[config.mk]
export PLATFORM = sky130hd
export DESIGN_NAME = speaker_i2s_ctrl_flat
export DESIGN_NICKNAME = d
export VERILOG_FILES = /design/src/rtl/speaker_i2s_ctrl_if.sv /design/src/rtl/speaker_i2s_ctrl.sv /design/src/flat_wrapper.sv
export SDC_FILE = /design/constraint.sdc
export NUM_CORES = 1
export LEC_CHECK = 0
export BUFFER_PORTS_ARGS = -buffer_cell sky130_fd_sc_hd__buf_2
export CORE_ASPECT_RATIO = 0.9
export CORE_UTILIZATION = 60
export CTS_CLUSTER_SIZE = 25
export DETAILED_ROUTE_END_ITERATION = 16
export PLACE_DENSITY = 0.82
export SLEW_MARGIN = 20
export SYNTH_ARGS = -nofsm -noshare
export SYNTH_HDL_FRONTEND = slang
export SYNTH_SLANG_ARGS = --single-unit
[constraint.sdc]
create_clock -name clk -period 5.8 [get_ports clk]
set_input_delay 0.29 -clock clk [delete_from_list [all_inputs] [get_ports clk]]
set_output_delay 0.29 -clock clk [all_outputs]
set_load 0.01 [all_outputs]
[src/rtl/speaker_i2s_ctrl_if.sv]
// ---------------------------------------------------------------------------
// speaker_i2s_ctrl_if : sample inputs and I2S pin outputs of speaker_i2s_ctrl
// Revision 1.0
// ---------------------------------------------------------------------------
`default_nettype none

interface speaker_i2s_ctrl_if #(
   parameter int SAMPLE_W = 16
);
   logic [SAMPLE_W-1:0] audio_in_l;
   logic [SAMPLE_W-1:0] audio_in_r;
   logic                mute;
   logic                sample_tick;
   logic                audio_mclk;
   logic                audio_sck;
   logic                audio_lrck;
   logic                audio_sdin;

   modport master (
      output audio_in_l, audio_in_r, mute,
      input  sample_tick, audio_mclk, audio_sck, audio_lrck, audio_sdin
   );

   modport slave (
      input  audio_in_l, audio_in_r, mute,
      output sample_tick, audio_mclk, audio_sck, audio_lrck, audio_sdin
   );
endinterface

`default_nettype wire

[src/rtl/speaker_i2s_ctrl.sv]
// ---------------------------------------------------------------------------
// speaker_i2s_ctrl : latches one stereo sample per 512-clk frame and shifts it
//                    out in I2S format with MCLK/SCK/LRCK from a free counter.
// Revision 1.0
// ---------------------------------------------------------------------------
`default_nettype none

module speaker_i2s_ctrl #(
   parameter int SAMPLE_W = 16,
   parameter int CNT_W    = 9
) (
   input  wire logic          clk,
   input  wire logic          rst_n,
   speaker_i2s_ctrl_if.slave  bus
);

   logic [CNT_W-1:0]    r_cnt;
   logic [SAMPLE_W-1:0] r_hold_l;
   logic [SAMPLE_W-1:0] r_hold_r;
   logic                r_lsb_r;
   logic                r_sdin;

   logic                w_tick;
   logic                w_bit_edge;
   logic [4:0]          w_pos_nxt;
   logic [3:0]          w_slot;
   logic                w_half;
   logic [3:0]          w_idx;
   logic                w_lsb_nxt;
   logic                w_bit_nxt;

   assign w_tick     = (r_cnt == '1);
   assign w_bit_edge = (r_cnt[3:0] == 4'hF);

   // Slot/half of the bit period that starts after this edge; sdin is loaded one edge ahead.
   assign w_pos_nxt  = r_cnt[8:4] + 5'd1;
   assign w_slot     = w_pos_nxt[3:0];
   assign w_half     = w_pos_nxt[4];
   assign w_idx      = 4'd0 - w_slot;

   // The right LSB sent at frame wrap is the value being retired on this same edge.
   assign w_lsb_nxt  = w_tick ? r_hold_r[0] : r_lsb_r;

   always_comb begin
      w_bit_nxt = 1'b0;
      if (w_slot == 4'd0) begin
         w_bit_nxt = w_half ? r_hold_l[0] : w_lsb_nxt;
      end else begin
         w_bit_nxt = w_half ? r_hold_r[w_idx] : r_hold_l[w_idx];
      end
   end

   always_ff @(posedge clk or negedge rst_n) begin
      if (!rst_n) begin
         r_cnt    <= '0;
         r_hold_l <= '0;
         r_hold_r <= '0;
         r_lsb_r  <= 1'b0;
         r_sdin   <= 1'b0;
      end else begin
         r_cnt <= r_cnt + CNT_W'(1);
         if (w_tick) begin
            r_lsb_r  <= w_lsb_nxt;
            r_hold_l <= bus.mute ? '0 : bus.audio_in_l;
            r_hold_r <= bus.mute ? '0 : bus.audio_in_r;
         end
         if (w_bit_edge) begin
            r_sdin <= w_bit_nxt;
         end
      end
   end

   assign bus.sample_tick = w_tick;
   assign bus.audio_mclk  = r_cnt[1];
   assign bus.audio_sck   = r_cnt[3];
   assign bus.audio_lrck  = r_cnt[CNT_W-1];
   assign bus.audio_sdin  = r_sdin;

endmodule

`default_nettype wire

[src/flat_wrapper.sv]
// flat-port wrapper written by rule: the top's interface ports become plain ports
module speaker_i2s_ctrl_flat 
#(
   parameter int SAMPLE_W = 16,
   parameter int CNT_W    = 9
)
  (clk, rst_n, bus_audio_in_l, bus_audio_in_r, bus_mute, bus_sample_tick, bus_audio_mclk, bus_audio_sck, bus_audio_lrck, bus_audio_sdin);
  speaker_i2s_ctrl_if #(.SAMPLE_W(SAMPLE_W)) bus_i ();
  input  wire logic clk;
  input  wire logic rst_n;
  input wire logic [$bits(bus_i.audio_in_l)-1:0] bus_audio_in_l;
  input wire logic [$bits(bus_i.audio_in_r)-1:0] bus_audio_in_r;
  input wire logic [$bits(bus_i.mute)-1:0] bus_mute;
  output wire logic [$bits(bus_i.sample_tick)-1:0] bus_sample_tick;
  output wire logic [$bits(bus_i.audio_mclk)-1:0] bus_audio_mclk;
  output wire logic [$bits(bus_i.audio_sck)-1:0] bus_audio_sck;
  output wire logic [$bits(bus_i.audio_lrck)-1:0] bus_audio_lrck;
  output wire logic [$bits(bus_i.audio_sdin)-1:0] bus_audio_sdin;
  assign bus_i.audio_in_l = bus_audio_in_l;
  assign bus_i.audio_in_r = bus_audio_in_r;
  assign bus_i.mute = bus_mute;
  assign bus_sample_tick = bus_i.sample_tick;
  assign bus_audio_mclk = bus_i.audio_mclk;
  assign bus_audio_sck = bus_i.audio_sck;
  assign bus_audio_lrck = bus_i.audio_lrck;
  assign bus_audio_sdin = bus_i.audio_sdin;
  speaker_i2s_ctrl #(.SAMPLE_W(SAMPLE_W), .CNT_W(CNT_W)) u_core (.clk(clk), .rst_n(rst_n), .bus(bus_i));
endmodule
==> results.txt <==
Outcome: complete, no violations
Vias per inst: 5.49
RSZ-0062 raised after global routing: false
Post-CTS Setup Inserts: 0
Post-synthesis average cell area: 10.3 um^2
Total wire length: 4300 um
Worst slew pin tran: 1000 ps
Met2 usage: 36.6%
Placed cells: 294
Mapped cell area: 2320 um^2
Post-synth ARST share: 100%
DRC errors left: 0
Largest net degree at the start of global routing: 67
F_max: 0.283 GHz
Fin. max-slew vios: 0
Hold buffers post-CTS: 0
Port bufs: 39
Number of core rows: 21
H-tree depth: 2
Placer Congestion: 0.842
Initial Util: 62.5%
Post-layout min period: 3530 ps
Crit path arrival time: 3710 ps
Setup crit end kind: flip-flop
DRT iter0 DRCs: 101
Routed wire per std cell: 14.2 um
Top-count cell post-synth: dfrtp_1
Worst-path clk slew: 90 ps
Synth top cells by count: 43 x dfrtp_1, 35 x inv_1, 35 x o21ai_0, 33 x nand3b_1, 10 x clkbuf_1
Slew HR: 33.1%
Synth unique cells: 36
Ratio of cells with drive above 1 in the final layout: 22.7%
Final net count: 294
Post-synthesis to final-layout area growth: 11.3%
Detail Placement HPWL: 2880 um
Syn_nets: 264
Worst hold-check path type: input port to asynchronous set/reset pin
Die height: 60.9 um
Antenna viol nets, final: 0
Total track usage: 24.1%
GR peak layer: met2
Worst Path Required: 5980 ps
Max-cap violations: 0
# clock sinks: 43
PwrDens: 195 nW/um^2
Max IR drop VDD: 149 uV
GR met1 Demand/Resource: 33.8%
Crit-path max FO: 66
Synth area leaders: dfrtp_1 46%, nand3b_1 11%, mux4_2 7.8%
CORE AREA: 3700 um^2
Initial DRT Pass Iterations: 4
Post-synth EDFFs: 0
Final period util: 60.8%
Final std cells w/o fill: 302
# resized after CTS: 0
DIE AREA: 4110 um^2
Sequential share of the synthesized area: 46.5%
Leak pwr: 1.25 nW
Clock tree buffer depth: 2
Vias in the first global route: 1540
Post-synth top area share: 46.5%
# setup viols final: 0
First-pass GRT wire length: 7130 um
Die W: 67.5 um
Total gr overflow: 0
Mapped Cells: 225
Synth Flop Type: dfrtp_1
Antenna violations before repair: 0
CTS tree: built
Cell taking the most area after synthesis: dfrtp_1
Setup Total Neg Slack: 0 ps
Critical path class: flip-flop to flip-flop
Final clock skew: 12.3 ps
Yosys warning count: 0
Via Count: 1659
Clock latency on the worst-skew pair: 300 ps
Root Buffer: clkbuf_8
Setup crit start kind: flip-flop
CTS buffer count: 5
Met3 track demand over resource: 5.26%
I/O Pins: 40
Ant diodes: 0
Seq cells post-synth: 43
Final Hold Fails: 0
-- worst max-delay path: stages, from the launching register on --
cell	delay [ps]
dfrtp_1	760
ha_1	470
nand3_1	220
nor2_1	150
ha_2	850
mux2_2	430
mux2i_1	160
nor3_1	80
a221o_1	280
-- sequential cells by signal, summed over array words and instances (netlist names) --
| signal | cells |
|---|---|
| u_core.r_cnt | 9 |
| u_core.r_hold_l | 16 |
| u_core.bus.audio_sdin | 1 |
| u_core.r_hold_r | 16 |
| u_core.r_lsb_r | 1 |
-- cells in the final DEF, fill, tap and decap left out, types with 2 or more instances in the layout --
master / instances
mux2i_1: 5
mux4_2: 8
ha_1: 3
o211ai_1: 2
nand2b_1: 2
buf_2: 39
inv_1: 35
nor2b_1: 2
nand3_1: 5
o21ai_0: 35
xor2_1: 4
dfrtp_1: 43
nor3_1: 2
nand3b_1: 33
clkbuf_8: 5
nor2_1: 3
nand2_1: 4
xnor2_1: 6
a21o_1: 2
clkbuf_1: 2
-- final timing paths --
kind | from | end | slack, ps | cells past startpoint
max reg2reg | u_core.r_cnt[4] | u_core.bus.audio_sdin | 2270 | 8
max | u_core.r_cnt[4] | u_core.bus.audio_sdin | 2270 | 8
min in group clk | bus_audio_in_l[4] | u_core.r_hold_l[4] | 230 | 3
min reg2reg | u_core.r_cnt[0] | u_core.r_cnt[0] | 490 | 1
max in group asynchronous | rst_n | u_core.r_hold_l[8] | 5060 | 1
min | rst_n | u_core.r_cnt[6] | 120 | 1
-- routing by layer --
layer | part of all wire, % | up-vias | wire [um]
li1 | - | 825 | -
met3 | 3.7 | 8 | 161
met1 | 47 | 795 | 2040
met5 | 0 | - | 0
met4 | 1.3 | 0 | 54
met2 | 48 | 31 | 2050
-- power by group --
group / internal [mW] / switching [mW]
logic: 0.0111 / 0.0106
registers: 0.300 / 0
clock network: 0.0846 / 0.0980
total: 0.395 / 0.109
-- metrics by stage --
stage	setup slack [ps]	utilization [%]	power (mW)	hold WS, ps	area [um^2]
after floorplan	3590	-	0.310	-5.59	2320
after global placement	2390	67.4	0.327	470	2500
after detailed placement	2260	67.4	0.328	479	2500
after CTS	2230	69.6	0.509	151	2580
after global routing	1910	69.6	0.524	201	2580
final	2270	69.6	0.504	122	2580
-- kinds of logic after synthesis --
kind of cell	count (synthesis)	synth area share (%)
flops	43	46.5
xor+xnor	10	3.78
fa+ha+maj	4	2.16
compound gates	47	11.8
mux	15	11.1
simple gates	55	15.8
buf+inv	51	8.91
-- area by class of cell --
cell class | instances | area, um^2
fillers | 292 | 1130
well taps | 46 | 57.6
clock buffers | 7 | 76.3
clock inverters | 1 | 5.00
multi-input cells | 131 | 1040
inverters | 35 | 131
flip-flops and latches | 43 | 1080
repair buffers | 39 | 195
(Power assumes the default switching activity.)
